**config.mk**
```make
export PLATFORM = sky130hd
export DESIGN_NAME = timer_unit
export DESIGN_NICKNAME = d
export VERILOG_FILES = /design/src/rtl/timer_pkg.sv /design/src/rtl/timer_prescaler.sv /design/src/rtl/timer_unit.sv
export SDC_FILE = /design/constraint.sdc
export NUM_CORES = 1
export LEC_CHECK = 0
export CORE_ASPECT_RATIO = 0.7
export CORE_UTILIZATION = 35
export DETAILED_ROUTE_END_ITERATION = 8
export GPL_ROUTABILITY_DRIVEN = 0
export PLACE_DENSITY = 0.66
export SLEW_MARGIN = 20
export SYNTH_ARGS = -nofsm -noshare
export SYNTH_HDL_FRONTEND = slang
export SYNTH_SLANG_ARGS = --single-unit
```
**constraint.sdc**
```tcl
create_clock -name clk -period 2.1 [get_ports clk]
set_input_delay 0.21 -clock clk [delete_from_list [all_inputs] [get_ports clk]]
set_output_delay 0.21 -clock clk [all_outputs]
set_load 0.05 [all_outputs]
```
**src/rtl/timer_pkg.sv**
```systemverilog
// Shared definitions for the memory-mapped down-counter timer: register
// offsets, CTRL bit positions and the run-state encoding.
package timer_pkg;

    localparam logic [4:0] TMR_CTRL     = 5'h00;
    localparam logic [4:0] TMR_PERIOD   = 5'h04;
    localparam logic [4:0] TMR_COUNT    = 5'h08;
    localparam logic [4:0] TMR_STATUS   = 5'h0C;
    localparam logic [4:0] TMR_PRESCALE = 5'h10;

    localparam int CTRL_EN = 0;
    localparam int CTRL_IE = 1;
    localparam int CTRL_AR = 2;

    typedef enum logic {
        ST_STOPPED = 1'b0,
        ST_RUNNING = 1'b1
    } tmr_state_e;

endpackage

```
**src/rtl/timer_prescaler.sv**
```systemverilog
// Prescale counter for timer_unit: emits one tick every prescale+1 cycles
// while run is high; restart forces the count back to 0.
module timer_prescaler
    import timer_pkg::*;
(
    input  logic        clk,
    input  logic        rst,
    input  logic        run,
    input  logic        restart,
    input  logic [15:0] prescale,
    output logic        tick
);

    logic [15:0] cnt;

    assign tick = run && (cnt == prescale);

    always_ff @(posedge clk) begin
        if (rst) begin
            cnt <= '0;
        end else if (restart) begin
            cnt <= '0;
        end else if (run) begin
            cnt <= tick ? 16'd0 : cnt + 16'd1;
        end
    end

endmodule

```
**src/rtl/timer_unit.sv**
```systemverilog
// Memory-mapped programmable down-counter timer with level interrupt.
// Optional prescaler is built only when TIMER_PRESCALER_EN is defined.
//
//   state      | meaning
//   -----------+----------------------------------------------
//   ST_STOPPED | CTRL.en = 0, COUNT frozen
//   ST_RUNNING | CTRL.en = 1, COUNT decrements on every tick
module timer_unit
    import timer_pkg::*;
#(
    parameter logic [31:0] BASE_ADDR = 32'h1000_0000
) (
    input  logic        clk,
    input  logic        rst,
    input  logic        we,
    input  logic [31:0] addr,
    input  logic [31:0] wdata,
    output logic [31:0] rdata,
    output logic        timer_int
);

    tmr_state_e  state, state_next;
    logic        ie, ar, pending, pending_next;
    logic [31:0] period, count, count_next;
    logic        hit, tick, expire;
    logic [4:0]  sel;
    logic        wr_ctrl, wr_period, wr_count, wr_status;
    logic        unused_addr;

    assign hit         = (addr[31:5] == BASE_ADDR[31:5]);
    assign sel         = {addr[4:2], 2'b00};
    assign wr_ctrl     = we && hit && (sel == TMR_CTRL);
    assign wr_period   = we && hit && (sel == TMR_PERIOD);
    assign wr_count    = we && hit && (sel == TMR_COUNT);
    assign wr_status   = we && hit && (sel == TMR_STATUS);
    assign unused_addr = ^addr[1:0];

`ifdef TIMER_PRESCALER_EN
    logic [15:0] prescale;
    logic        wr_prescale;

    assign wr_prescale = we && hit && (sel == TMR_PRESCALE);

    always_ff @(posedge clk) begin
        if (rst) begin
            prescale <= '0;
        end else if (wr_prescale) begin
            prescale <= wdata[15:0];
        end
    end

    timer_prescaler u_prescaler (
        .clk      (clk),
        .rst      (rst),
        .run      (state == ST_RUNNING),
        .restart  (wr_ctrl || wr_prescale),
        .prescale (prescale),
        .tick     (tick)
    );
`else
    assign tick = 1'b1;
`endif

    always_ff @(posedge clk) begin
        if (rst) begin
            state <= ST_STOPPED;
        end else begin
            state <= state_next;
        end
    end

    // A CTRL write overrides the one-shot self-stop in the same cycle.
    always_comb begin
        state_next = state;
        if (wr_ctrl) begin
            state_next = wdata[CTRL_EN] ? ST_RUNNING : ST_STOPPED;
        end else if (expire && !ar) begin
            state_next = ST_STOPPED;
        end
    end

    always_comb begin
        expire     = (state == ST_RUNNING) && tick && (count == 32'd0);
        count_next = count;
        if ((state == ST_RUNNING) && tick) begin
            if (count != 32'd0) begin
                count_next = count - 32'd1;
            end else if (ar) begin
                count_next = period;
            end
        end
        if (wr_period || wr_count) begin
            count_next = wdata;
        end
        // Expiry beats a simultaneous STATUS clear.
        pending_next = pending;
        if (wr_status && wdata[0]) begin
            pending_next = 1'b0;
        end
        if (expire) begin
            pending_next = 1'b1;
        end
    end

    always_ff @(posedge clk) begin
        if (rst) begin
            ie      <= 1'b0;
            ar      <= 1'b0;
            period  <= '0;
            count   <= '0;
            pending <= 1'b0;
        end else begin
            if (wr_ctrl) begin
                ie <= wdata[CTRL_IE];
                ar <= wdata[CTRL_AR];
            end
            if (wr_period) begin
                period <= wdata;
            end
            count   <= count_next;
            pending <= pending_next;
        end
    end

    assign timer_int = pending && ie;

    always_comb begin
        rdata = '0;
        if (hit) begin
            case (sel)
                TMR_CTRL:     rdata = {29'd0, ar, ie, (state == ST_RUNNING)};
                TMR_PERIOD:   rdata = period;
                TMR_COUNT:    rdata = count;
                TMR_STATUS:   rdata = {31'd0, pending};
`ifdef TIMER_PRESCALER_EN
                TMR_PRESCALE: rdata = {16'd0, prescale};
`endif
                default:      rdata = '0;
            endcase
        end
    end

endmodule
```
==> reports/summary.txt, run 1 <==
wire length per cell: 19.9 um
Setup-failing EPs final: 61
Met1 Wirelength: 8020 um
most common cell after layout, fill and taps aside: buf_4
post-route setup slack: -0.350 ns
flops & latches, synth: 68
vias per inst: 6.02
synth-to-layout area growth: 81.6%
total grt overflow: 0
metal2 WL: 8750 um
H-tree level count: 3
Post-DRT Antenna Nets: 0
Clock Power Share: 0.491
post-route minimum period: 2.45 ns
internal cell power: 2350 uW
first-pass GRT wire length: 29700 um
number of global-route vias before repair: 5601
ys flop type: dfxtp_1
Ys Warns: 0
Pins Over Slew Limit: 0
layout cells sized above 1: 0.393
top routing layer in use: met4
Combinational Power Share: 0.085
NetSw: 685 uW
Pleak: 0.00310 uW
peak fanout along the critical path: 6
largest cells by area after synthesis: dfxtp_1 (31%), nand2_1 (8.0%), a21oi_1 (6.6%)
GRT Total Usage: 0.298
Setup crit end kind: output port
Die X-Extent: 136 um
Yosys top cell by area: dfxtp_1
Place WS: -0.919 ns
Clock Latency Late Sink: 0.34 ns
part of the power in registers: 0.425
First-pass DRT Iterations: 5
Synth cell types: 65
status: finished, violations left
CTS max path bufs: 2
post-synthesis cell count: 604
type of the worst setup path: in -> out
power per cell area: 381 mW/mm^2
initial antenna violation count: 0
Yosys top cell area share: 0.310
Num CTS Buffers: 9
Sw Share: 0.226
largest net degree at the start of global routing: 35
Max-Slew Margin vs Limit: 0.673
Worst Path Arrival: 2.24 ns
Clock Tree Root: clkbuf_16
clock sink count: 68
met3 WL: 2070 um
max cap viols: 0
failing checks: setup timing
Fmax: 408 MHz
final-report hold violation count: 0
CTS tree: built
sequential share of the synthesized area: 0.310
DP HPWL: 12800 um
Syn Std Cell Area: 0.00439 mm^2
Required @ worst endpoint: 1.89 ns
starting density of the core: 0.367
EDFF count, synth: 0
RSZ-0062 raised after global routing: true
Residual DRC: 0
core region area: 0.0120 mm^2
diode count: 0
DRT iter0 DRCs: 745
CTS clk-pin slew, worst paths: 0.05 ns
post-synth net total: 673
PortBufs: 97
nature of the critical path startpoint: primary input
DIE HEIGHT: 95.7 um
routed vias: 5887
Mean Syn Cell Area: 7.27 um^2
r2r worst-path depth: 12
worst hold stages: 2
Layout Skew: 0.00935 ns
most frequent cells in the layout: buf_4 (125), nand2_1 (91), dfxtp_1 (62), a21oi_1 (54), buf_12 (39)
I/O pin count: 100
worst min-delay path class: in -> reg
routed wire length: 19500 um
final clock period utilization by the worst path: 1.17
# nets final: 886
die area: 0.0130 mm^2
Min Hold Slack: 0.316 ns
row cnt: 33
worst slew pin tran: 0.489 ns
worst vdd ir: 377 uV
ys async rst share: 0
==> Yosys cell counts (6+ instances only) <==
master,number
nor4_1,14
a211oi_1,10
and3_1,9
nor3_1,21
o21ai_0,35
o211ai_1,8
or3_1,8
a21oi_1,58
a31oi_1,6
nand2_1,93
nand4_1,8
a22oi_1,32
clkbuf_1,38
mux2i_1,9
or4_1,7
nor2_1,67
buf_2,11
dfxtp_1,68
nor4b_1,6
nand3_1,9
==> path summary, 6_finish.rpt <==
path | from | endpoint | slack (ns)
hold / removal | rst | ie$_SDFFE_PP0P_ | 0.32
hold reg to reg | period[24]$_SDFFE_PP0P_ | period[24]$_SDFFE_PP0P_ | 0.47
setup reg to reg | count[0]$_SDFFE_PP0P_ | count[1]$_SDFFE_PP0P_ | -0.10
setup / recovery | addr[31] | rdata[14] | -0.35
==> metal layers <==
layer | vias to the layer above | track usage
li1 | 2647 | -
met1 | 2778 | 0.400
met2 | 402 | 0.470
met3 | 60 | 0.0611
met4 | 0 | 0.119
met5 | - | 0
==> power groups by stage <==
stage	clock, uW	sequential (uW)	combinational [uW]
final	1490	1290	257
after floorplan	0	1320	56.3
after global placement	0	1320	232
after global routing	1540	1290	269
after detailed placement	0	1320	236
after CTS	1480	1290	247
==> critical path: stages <==
cell and delay [ns]:
buf_6 0.09, or4_4 0.51, or2_1 0.26, or4_4 0.57, buf_12 0.19, buf_12 0.14, nor2_4 0.12, buf_12 0.14
==> timing repair <==
action | CTS | global route
setup buffers | 19 | 9
setup endpoints to repair | 99 | 99
hold buffers | 0 | 0
resized for setup | 118 | 75
gates cloned | 5 | 1
pin swaps | 45 | 32
==> metrics by stage <==
stage | cell area (um^2) | total power, uW | utilization | setup TNS [ns] | instances
global route | 7970 | 3100 | 0.666 | -14.81 | 978
global placement | 6900 | 1550 | 0.576 | -62.53 | 931
CTS | 7700 | 3020 | 0.643 | -10.54 | 970
finish | 7970 | 3040 | 0.666 | -11.29 | 978
floorplan | 4670 | 1370 | - | -12.22 | 604
detailed placement | 6900 | 1550 | 0.576 | -63.17 | 931
==> flip-flops by register name, indices dropped and copies added, names as in the netlist <==
register and flops:
ie 1, ar 1, count 32, state 1, pending 1, period 32
==> layout make-up <==
class                      instances  area [um^2]
fill                             900         4000
multi-input combinational        480         3440
timing repair buffer             253         2660
sequential                        68         1370
clock buffer                      14          284
tap                              157          196
inverter                           5         18.8
clock inverter                     1         5.00
==> kinds of logic (layout without fill, tap and decap cells) <==
kind of cell	count (synthesis)	count (layout)	synth area share
multiplexers	10	10	0.0256
buffers and inverters	56	273	0.0527
XOR/XNOR	7	7	0.0140
flip-flops	68	68	0.310
adder cells (fa/ha/maj)	2	2	0.00570
AO/OA/AOI/OAI	189	189	0.280
AND/OR/NAND/NOR	272	272	0.312
No activity file was read; power rests on OpenSTA's default activity.
==> run 2: changes to the inputs <==
Settings changed: CTS_BUF_LIST set to sky130_fd_sc_hd__clkbuf_16, HOLD_SLACK_MARGIN set to 0.08.
==> run 2 against run 1 <==
The flow still finishes with violations (setup timing); clock power fell by 10%; clock-buffer cell count fell by 5; total power fell by 5.1%; combinational power barely moved; worst setup slack got worse by 0.018 ns; via count barely moved; worst hold slack got worse by 0.0085 ns; sequential power barely moved; critical endpoint is now rdata[25].
==> reports/summary.txt, run 2 (synthesized netlist as in run 1, its figures left out) <==
Setup crit end kind: output port
synth-to-layout area growth: 77.0%
DP HPWL: 12800 um
Pins Over Slew Limit: 0
RSZ-0062 raised after global routing: true
internal cell power: 2200 uW
CTS clk-pin slew, worst paths: 0.06 ns
total grt overflow: 0
Clock Tree Root: clkbuf_16
DIE HEIGHT: 95.7 um
failing checks: setup timing
I/O pin count: 100
First-pass DRT Iterations: 6
worst slew pin tran: 0.488 ns
Required @ worst endpoint: 1.89 ns
most common cell after layout, fill and taps aside: buf_4
DRT iter0 DRCs: 720
fillers: 944
Fmax: 405 MHz
diode count: 0
Num CTS Buffers: 9
initial antenna violation count: 0
post-route setup slack: -0.367 ns
peak fanout along the critical path: 8
Finished Cell Area: 0.00777 mm^2
GRT Total Usage: 0.291
final clock period utilization by the worst path: 1.17
vias per inst: 6.04
routed vias: 5892
Layout Skew: 0.00606 ns
starting density of the core: 0.367
layout cells sized above 1: 0.358
core region area: 0.0120 mm^2
Sw Share: 0.237
sum of negative setup slack: -14.36 ns
Setup-failing EPs final: 60
PortBufs: 97
largest net degree at the start of global routing: 35
part of the power in registers: 0.447
Residual DRC: 0
final-report hold violation count: 0
max cap viols: 0
FF-to-FF setup slack: -0.11 ns
worst min-delay path class: in -> reg
post-layout util: 0.649
Place WS: -0.919 ns
DP Area: 0.00690 mm^2
die area: 0.0130 mm^2
CTS max path bufs: 2
Max-Slew Margin vs Limit: 0.674
H-tree level count: 3
Clock Power Share: 0.464
most frequent cells in the layout: buf_4 (127), nand2_1 (92), dfxtp_1 (63), a21oi_1 (58), buf_12 (39)
status: finished, violations left
worst vdd ir: 363 uV
type of the worst setup path: in -> out
Combinational Power Share: 0.088
row cnt: 33
post-route minimum period: 2.47 ns
number of global-route vias before repair: 5570
CTS tree: built
Die X-Extent: 136 um
Worst Path Arrival: 2.26 ns
Regs by FF count: count (32), period (32)
Post-DRT Antenna Nets: 0
power per cell area: 371 mW/mm^2
first-pass GRT wire length: 29100 um
Min Hold Slack: 0.308 ns
wire length per cell: 19.5 um
routed wire length: 19000 um
clock sink count: 68
Clock Latency Late Sink: 0.34 ns
nature of the critical path startpoint: primary input
NetSw: 684 uW
Pleak: 0.00303 uW
# nets final: 884
[run 2: final timing paths]
path / cells after the start / end / start
max: 7 / rdata[25] / addr[31]
min: 2 / ie$_SDFFE_PP0P_ / rst
min reg2reg: 2 / period[8]$_SDFFE_PP0P_ / period[8]$_SDFFE_PP0P_
max reg2reg: 7 / count[30]$_SDFFE_PP0P_ / count[9]$_SDFFE_PP0P_
[run 2: what timing repair did]
action	CTS	global route
resized for setup	100	53
endpoints found under the setup margin	99	100
hold buffers	0	0
gates cloned	5	2
buffers inserted	14	9
pin swaps	42	26
[run 2: cell type report]
type	instances	area, um^2	area share
Clock inverter	6	23.8	0.00306
Inverter	5	21.3	0.00274
Sequential cell	68	1370	0.176
Tap cell	157	196	0.0253
Multi-Input combinational cell	480	3310	0.426
Timing Repair Buffer	251	2630	0.338
Clock buffer	9	225	0.0290
[run 2: power groups by stage]
stage          clock network (uW)  logic (uW)  registers, uW
2_1_floorplan                   0        56.3           1320
3_5_place_dp                    0         236           1320
3_3_place_gp                    0         232           1320
6_report                     1340         254           1290
4_1_cts                      1320         245           1290
5_1_grt                      1380         265           1290
[run 2: routing by layer]
metal	vias up	GRT usage	share of wire	routed length, um
met4	0	0.101	0.025	475
met3	57	0.0606	0.10	1970
met2	369	0.459	0.44	8460
met1	2813	0.393	0.43	8120
met5	-	0	0	0
li1	2653	-	-	-
[run 2: worst max-delay path, stage by stage]
cell	delay (ns)
buf_6	0.09
or4_4	0.51
or2_1	0.26
or4_4	0.67
buf_16	0.24
nor2_4	0.13
buf_12	0.14
[run 2: stage by stage]
stage / total power, uW / std cells
floorplan: 1370 / 604
global placement: 1550 / 931
detailed placement: 1550 / 931
CTS: 2860 / 965
global route: 2930 / 976
finish: 2880 / 976
